<file path="config.mk">
export PLATFORM = sky130hd
export DESIGN_NAME = order_book_arbiter
export DESIGN_NICKNAME = d
export VERILOG_FILES = /design/src/rtl/order_book_arbiter.sv
export SDC_FILE = /design/constraint.sdc
export NUM_CORES = 1
export LEC_CHECK = 0
export ABC_AREA = 1
export CAP_MARGIN = 20
export CORE_AREA = 2 2 260 262
export DETAILED_ROUTE_END_ITERATION = 7
export DIE_AREA = 0 0 262 264
export PLACE_DENSITY_LB_ADDON = 0.15
export RECOVER_POWER = 25
export SLEW_MARGIN = 20
export SYNTH_ARGS = -nofsm -noshare
export SYNTH_HDL_FRONTEND = slang
export SYNTH_SLANG_ARGS = --single-unit
export TNS_END_PERCENT = 50
</file>
<file path="constraint.sdc">
create_clock -name clk -period 4.6 [get_ports clk]
set_clock_uncertainty 0.15 [all_clocks]
set_input_delay 0.46 -clock clk [delete_from_list [all_inputs] [get_ports clk]]
set_output_delay 0.46 -clock clk [all_outputs]
set_load 0.05 [all_outputs]
</file>
<file path="src/rtl/order_book_arbiter.sv">
// Round-robin arbiter sharing one order_book between NUM_REQ feed handlers.
// A grant is issued on the book's valid/ready port, then the book's busy period
// (ob_ready low) is tracked until completion. A timeout guards against a hung book.
// Optional feature macro: ARB_DELETE_PRIORITY_EN (delete requests win arbitration).
module order_book_arbiter #(
  parameter int unsigned NUM_REQ        = 4,
  parameter int unsigned TIMEOUT_CYCLES = 4096
) (
  input  logic                       clk,
  input  logic                       reset,
  input  logic [NUM_REQ-1:0]         req_valid,
  output logic [NUM_REQ-1:0]         req_ready,
  input  logic [32*NUM_REQ-1:0]      req_order_id,
  input  logic [32*NUM_REQ-1:0]      req_quantity,
  input  logic [64*NUM_REQ-1:0]      req_price,
  input  logic [3*NUM_REQ-1:0]       req_type,
  output logic                       ob_valid,
  output logic [31:0]                ob_order_id,
  output logic [31:0]                ob_quantity,
  output logic [63:0]                ob_price,
  output logic [2:0]                 ob_req_type,
  input  logic                       ob_ready,
  output logic [$clog2(NUM_REQ)-1:0] grant_id,
  output logic                       busy,
  output logic                       done_pulse,
  output logic                       illegal_pulse,
  output logic                       timeout_err,
  input  logic                       err_clear
);

  localparam int unsigned GW = $clog2(NUM_REQ);
  localparam int unsigned CW = $clog2(TIMEOUT_CYCLES + 1);
  localparam logic [GW-1:0] LastIdx = GW'(NUM_REQ - 1);
  localparam logic [CW-1:0] TimeoutLast = CW'(TIMEOUT_CYCLES - 1);

  localparam logic [1:0] StIdle     = 2'd0;
  localparam logic [1:0] StIssue    = 2'd1;
  localparam logic [1:0] StWaitBusy = 2'd2;
  localparam logic [1:0] StWaitDone = 2'd3;

  logic [1:0]         state_q, state_d;
  logic [GW-1:0]      last_grant_q, last_grant_d;
  logic [GW-1:0]      grant_id_q, grant_id_d;
  logic [31:0]        order_id_q, order_id_d;
  logic [31:0]        quantity_q, quantity_d;
  logic [63:0]        price_q, price_d;
  logic [2:0]         type_q, type_d;
  logic               done_q, done_d;
  logic               illegal_q, illegal_d;
  logic               terr_q, terr_d;
  logic [CW-1:0]      cnt_q, cnt_d;

  logic [NUM_REQ-1:0] arb_mask;
  logic [GW-1:0]      cand;
  logic [GW-1:0]      win_idx;
  logic               win_found;
  logic [2:0]         win_type;
  logic               type_legal;
  logic               accept;

`ifdef ARB_DELETE_PRIORITY_EN
  logic [NUM_REQ-1:0] del_mask;

  // Pending deletes form their own class and shadow every other request type.
  always_comb begin
    for (int i = 0; i < NUM_REQ; i++) begin
      del_mask[i] = req_valid[i] && (req_type[3*i +: 3] == 3'b010);
    end
    arb_mask = (|del_mask) ? del_mask : req_valid;
  end
`else
  assign arb_mask = req_valid;
`endif

  // Round-robin search starting one past the last grant, wrapping at NUM_REQ.
  always_comb begin
    win_found = 1'b0;
    win_idx   = '0;
    cand      = last_grant_q;
    for (int k = 0; k < NUM_REQ; k++) begin
      cand = (cand == LastIdx) ? '0 : cand + 1'b1;
      if (!win_found && arb_mask[cand]) begin
        win_found = 1'b1;
        win_idx   = cand;
      end
    end
  end

  assign win_type   = req_type[3*win_idx +: 3];
  assign type_legal = (win_type == 3'b100) || (win_type == 3'b010) || (win_type == 3'b001);
  assign accept     = (state_q == StIdle) && win_found;

  // Accept strobe to the winner; held low during reset so outputs read zero.
  always_comb begin
    req_ready = '0;
    if (accept && !reset) begin
      req_ready[win_idx] = 1'b1;
    end
  end

  // Next-state: grant capture, book handshake tracking and timeout supervision.
  always_comb begin
    state_d      = state_q;
    last_grant_d = last_grant_q;
    grant_id_d   = grant_id_q;
    order_id_d   = order_id_q;
    quantity_d   = quantity_q;
    price_d      = price_q;
    type_d       = type_q;
    done_d       = 1'b0;
    illegal_d    = 1'b0;
    terr_d       = terr_q;
    cnt_d        = cnt_q;
    if (err_clear) begin
      terr_d = 1'b0;
    end
    unique case (state_q)
      StIdle: begin
        if (accept) begin
          last_grant_d = win_idx;
          grant_id_d   = win_idx;
          order_id_d   = req_order_id[32*win_idx +: 32];
          quantity_d   = req_quantity[32*win_idx +: 32];
          price_d      = req_price[64*win_idx +: 64];
          type_d       = win_type;
          if (type_legal) begin
            state_d = StIssue;
            cnt_d   = '0;
          end else begin
            illegal_d = 1'b1;
          end
        end
      end
      StIssue: begin
        if (ob_ready) state_d = StWaitBusy;
      end
      StWaitBusy: begin
        if (!ob_ready) state_d = StWaitDone;
      end
      StWaitDone: begin
        if (ob_ready) begin
          state_d = StIdle;
          done_d  = 1'b1;
        end
      end
      default: state_d = StIdle;
    endcase
    if (state_q != StIdle) begin
      // Saturate rather than wrap; the timeout normally exits long before.
      if (cnt_q != '1) cnt_d = cnt_q + 1'b1;
      // A timeout overrides completion and any same-cycle err_clear.
      if (cnt_q == TimeoutLast) begin
        state_d = StIdle;
        done_d  = 1'b0;
        terr_d  = 1'b1;
      end
    end
  end

  // State and payload registers with asynchronous active-high reset.
  always_ff @(posedge clk or posedge reset) begin
    if (reset) begin
      state_q      <= StIdle;
      last_grant_q <= LastIdx;
      grant_id_q   <= '0;
      order_id_q   <= '0;
      quantity_q   <= '0;
      price_q      <= '0;
      type_q       <= '0;
      done_q       <= 1'b0;
      illegal_q    <= 1'b0;
      terr_q       <= 1'b0;
      cnt_q        <= '0;
    end else begin
      state_q      <= state_d;
      last_grant_q <= last_grant_d;
      grant_id_q   <= grant_id_d;
      order_id_q   <= order_id_d;
      quantity_q   <= quantity_d;
      price_q      <= price_d;
      type_q       <= type_d;
      done_q       <= done_d;
      illegal_q    <= illegal_d;
      terr_q       <= terr_d;
      cnt_q        <= cnt_d;
    end
  end

  assign ob_valid      = (state_q == StIssue);
  assign busy          = (state_q != StIdle);
  assign ob_order_id   = order_id_q;
  assign ob_quantity   = quantity_q;
  assign ob_price      = price_q;
  assign ob_req_type   = type_q;
  assign grant_id      = grant_id_q;
  assign done_pulse    = done_q;
  assign illegal_pulse = illegal_q;
  assign timeout_err   = terr_q;

endmodule

</file>
# [Word level (Yosys, flattened, before mapping)]
# Index checks and enable logic that the tools add are counted.
[word_totals] reg_bits=153
[classes] add_sub_neg=5 multipliers=1 order_cmp=6 eq_ne=12 shifts=4 muxes=46 n_reduce_logical=15
[ops] operator="$shiftx 128x8->32" count=2
[ops] operator="$shiftx 256x9->64" count=1
[ops] operator="$mux 13" count=5
[ops] operator="$mux 2" count=15
[ops] operator="$mux 1" count=19
[ops] operator="$lt 2x3->1 const B" count=5
[ops] operator="$add 13x1->13 const B" count=1
[ops] operator="$eq 13x12->1 const B" count=1
[ops] operator="$ne 13x13->1 const B" count=1
[ops] operator="$eq 2x2->1 const B" count=6
[ops] operator="$shiftx 12x5->3" count=1
[ops] operator="$add 2x1->2 const B" count=4
[ops] operator="$bmux 1 s2" count=4
[ops] operator="$pmux 2 s4" count=1
[ops] operator="$logic_and 1x1->1" count=6
[ops] operator="$logic_not 1->1" count=4
[ops] operator="$mul 2x2->4 const A" count=1
[ops] operator="$mux 4" count=1
[ops] operator="$eq 3x1->1 const B" count=1
[ops] operator="$eq 3x2->1 const B" count=1
[ops] operator="$eq 3x3->1 const B" count=1
[ops] operator="$demux 1 s2" count=1
[ops] operator="$eq 2x1->1 const B" count=1
[ops] operator="$ge 2x1->1 const B" count=1
[ops] operator="4 further kinds" count=5

# [Logic depth before layout (Yosys ltp)]
[logic_depth] word_depth=24 depth_mapped=23 depth_no_buf=22

# [Worst setup path after synthesis]
# Ideal clock, no wire load.
[synth_timing] path_kind="input to output" from="input reset" to="output req_ready[2]" t_arrival_ns=5.362 required_time_ns=3.990 path_slack_ns=-1.372 path_stages=3 path_cell_list="inv_1 > nand2_1 > nor3_1"
[synth_via] elab_chain_cells=3
[synth_lines] element="from (decl)" line_no="10" text="input logic reset,"
[synth_lines] element="$logic_not 1->1 (no source line)"
[synth_lines] element="$logic_and 1x1->1" line_no="96" text="if (accept && !reset) begin"
[synth_lines] element="$mux 4" line_no="96"
[synth_lines] element="to (decl)" line_no="12" text="output logic [NUM_REQ-1:0] req_ready,"
# No other way between the ends.

# [Worst setup path after layout]
[layout_timing] from="register last_grant_q[0]" to="output req_ready[2]"
[layout_via] elab_chain_cells=19 word_cells_on_any_way=42 classes_between="add/sub (4); order compare (2); eq/ne (4); mux (23); reduce/logical (9)"
[layout_lines] element="from (decl)" line_no="42" text="logic [GW-1:0] last_grant_q, last_grant_d;"
[layout_lines] element="from (signal assigned)" line_no="164" text="last_grant_q <= LastIdx;"
[layout_lines] element="from (signal assigned)" line_no="176" text="last_grant_q <= last_grant_d;"
[layout_lines] element="$add 2x1->2 or $eq 2x2->1 (tied branches)" line_no="81" text="cand = (cand == LastIdx) ? '0 : cand + 1'b1;"
[layout_lines] element="$mux 2 (*)" line_no="81"
[layout_lines] element="parallel branches: the longest is 16 deep, another holds $lt 2x3->1"
[layout_lines] element="$mux 4 (*)" line_no="96"
# Every way passes the cells marked *. The select of a mux whose other input is x is not followed.

==> flow_summary.toml <==
[logic_synthesis]
synth_fp_nets = 1673
postSynthAreaPerCell_um2 = 7.807
synth-seq-cells = 153
yosysWarnings = 0
syn-cell-area_mm2 = 0.008892
dominantRegCellSynth = "dfrtp_1"
synthArstFlopShare_pct = 100.0
synth_cell_types = 34
synth-edff-count = 0
synth_seq_area_share_pct = 43.08
synthCells = 1139

[pwr]
p_leak_nw = 6.585
internal-power_mw = 7.136
p_sw_share_pct = 58.20
vdd_drop_max_uv = 1246
comb_power_share_pct = 77.0
pwr-share-seq_pct = 14.4
pwr-share-clk_pct = 8.5
p_switching_mw = 9.936
power_density_mw_per_mm2 = 997.7
total_power_mw = 17.07

[grt]
grt_antenna_before_repair = 7
track_usage_pct = 14.40
grt_pass1_vias = 11110
overflow = 0
grt_pass1_wl_um = 72450
grt_max_degree = 154

[route]
avgViaCountPerCell = 4.120
antenna_left = 0
vias = 10920
drc = 0
wirelength_um = 51330
drt_pass1_iterations = 5
wl_per_cell_um = 19.38
drtIter0Drc = 442

[clock_tree]
cts_made_buffers = 17
cts_hold_buf = 0
clock-sinks = 153
clk_path_buf_depth = 2
insertion_delay_ns = 0.48
cts_setup_buffers = 0
cts_max_level = 4
cts_root_buf = "clkbuf_16"
clk_pin_slew_ns = 0.07
cts_tree = "built"
post_cts_resized = 0

[worst_hold_path]
holdPathStages = 2
hold_path.class = "flip-flop to flip-flop"

[timing]
post-route-period-util_pct = 85.94
finalWorstPathRequiredPeriod_ns = 3.953
relSlewSlack_pct = -55.67
rsz0062_at_grt = "false"
finalSetupViolations = 0
slew_violations = 77
setup_slack_ns = 0.6467
hold_viol = 0
worst_pin_slew_ns = 2.335
fin_setup_tns_ns = 0
fmax_ghz = 0.2530

[run_status]
outcome = "finished with violations"
violations = "capacitance limit, slew limit"

[floorplanning]
core-area_mm2 = 0.06656
io_pins = 674
start_util_pct = 13.36
die_area_mm2 = 0.06917
fp.dieW_um = 262
row_count = 95
dieHeight_um = 264

[critical_path]
end_kind = "output pin"
crit_slowest_cell = "dfstp_2"
crit_type = "flip-flop to output pin"
critPathLaunchType = "flip-flop"
path_cells = "ha_1 -> inv_2 -> nand2_2 -> nand2_1 -> nand3_1 -> nand2_2 -> nand4_1 -> nand2_2 -> inv_6 -> nand2_1 -> nor3_1 -> buf_12"
crit_path_max_incr_delay_ns = 0.59
arrival_ns = 3.34
critPathRequiredTime_ns = 3.99
worstPathMaxFanout = 60
r2r_cells = 15
path_common_cell = "nand2_2"

[final_layout]
final_util_pct = 25.71
nets = 2293
synthToLayoutAreaGrowth_pct = 92.43
stdcell_count = 2649
fill_cells = 7247
drive_above_1_share_pct = 5.023

[placed_design]
dp_hpwl_um = 38780
dp_slack_ns = 0.8790
io_buffers = 673
dp_cells = 2612
gp_congestion = 0.8399

[run]
maxCapViolCount = 1
==> stage by stage <==
step	hold slack, ns	area, um2
finish	0.3296	17110
CTS	0.3347	17090
global route	0.3546	17110
floorplan	0.3002	8896
detailed placement	0.3138	16530
global placement	0.3156	16530
==> cells in the mapped netlist (2+ instances only) <==
| cell | n | area share [%] |
|---|---|---|
| clkbuf_1 | 29 | 1.2 |
| dfstp_2 | 2 | 0.59 |
| nand4_1 | 39 | 2.7 |
| nand2_1 | 392 | 17 |
| a31oi_1 | 63 | 4.4 |
| buf_2 | 37 | 2.1 |
| a22oi_1 | 154 | 13 |
| dfrtp_1 | 151 | 42 |
| ha_1 | 2 | 0.28 |
| nand3_1 | 20 | 1.1 |
| inv_2 | 7 | 0.30 |
| xor2_1 | 6 | 0.59 |
| inv_1 | 25 | 1.1 |
| a21oi_1 | 4 | 0.23 |
| nor3_1 | 7 | 0.39 |
| nand2_2 | 10 | 0.70 |
| buf_6 | 4 | 0.51 |
| o21ai_1 | 3 | 0.17 |
| o21ai_0 | 10 | 0.56 |
| nor2_1 | 107 | 4.5 |
| a41oi_1 | 28 | 2.8 |
| buf_4 | 17 | 1.4 |
| o21ai_2 | 7 | 0.69 |
| o22ai_1 | 2 | 0.14 |
| nor2_2 | 4 | 0.28 |
==> final timing paths <==
| check | start | to | slack [ns] |
|---|---|---|---|
| max | last_grant_q[0] | req_ready[2] | 0.65 |
| max reg2reg | last_grant_q[0] | ob_quantity[26] | 0.91 |
| min in group asynchronous | reset | ob_order_id[4] | 1.22 |
| max in group asynchronous | reset | ob_price[31] | 1.72 |
| min reg2reg | ob_quantity[1] | ob_quantity[1] | 0.33 |
| min | ob_quantity[1] | ob_quantity[1] | 0.33 |
==> cells in the final DEF, fill, tap and decap left out, drive strengths merged, types with 6 or more instances in the layout <==
master,instances
nor3,7
nor2,112
buf,18
a22oi,154
o21ai,20
a21oi,6
a31oi,63
xor2,6
nand4,39
dfrtp,151
clkinv,7
clkdlybuf4s50,668
nand3,22
clkbuf,20
inv,34
nand2,403
a41oi,28
==> worst max-delay path: cells and delay by family, from the launching register on <==
family | cells | cell delay [ns]
flip-flops | 1 | 0.59
adder cells (fa/ha/maj) | 1 | 0.26
buffers and inverters | 3 | 0.64
AND/OR/NAND/NOR | 8 | 1.36
==> per-layer routing <==
metal / up-vias / track usage [%] / routed length [um]
met3: 50 / 4.970 / 4300
met1: 5173 / 15.32 / 19040
met5: - / 0 / 34
met4: 6 / 4.642 / 964
li1: 5240 / - / -
met2: 446 / 26.30 / 26980
==> area by class of cell <==
cell class                 count  area [um2]  area share (%)
sequential                   153        3831           22.39
tap                          873        1092           6.383
timing repair buffer         688        6994           40.87
clock inverter                13       120.1          0.7020
multi-input combinational    866        4483           26.20
antenna                        4       10.01         0.05850
inverter                      33       137.6          0.8043
clock buffer                  19       442.9           2.588
==> power groups by stage <==
stage,Clock [mW],Combinational (mW),Sequential (mW)
floorplan,0,7.08,4.45
global placement,0,13.5,2.48
detailed placement,0,13.6,2.49
CTS,1.53,13.6,2.48
global route,1.57,14.5,2.56
finish,1.45,13.2,2.47
==> state kept, by name, indices dropped and copies added, names as in the netlist <==
| signal | flops |
|---|---|
| cnt_q | 13 |
| done_pulse | 1 |
| grant_id | 2 |
| illegal_pulse | 1 |
| last_grant_q | 2 |
| ob_order_id | 32 |
| ob_price | 64 |
| ob_quantity | 32 |
| ob_req_type | 3 |
| state_q | 2 |
| timeout_err | 1 |
==> logic make-up (layout without fill, tap and decap cells) <==
kind of cell	after synthesis	in the layout	share of synthesized area [%]
compound gates	274	274	22.34
xor+xnor	6	6	0.5910
fa+ha+maj	2	2	0.2814
buf+inv	120	753	6.641
flops	153	153	43.08
other cells	0	4	0
simple gates	584	584	27.06
(Power assumes the default switching activity.)
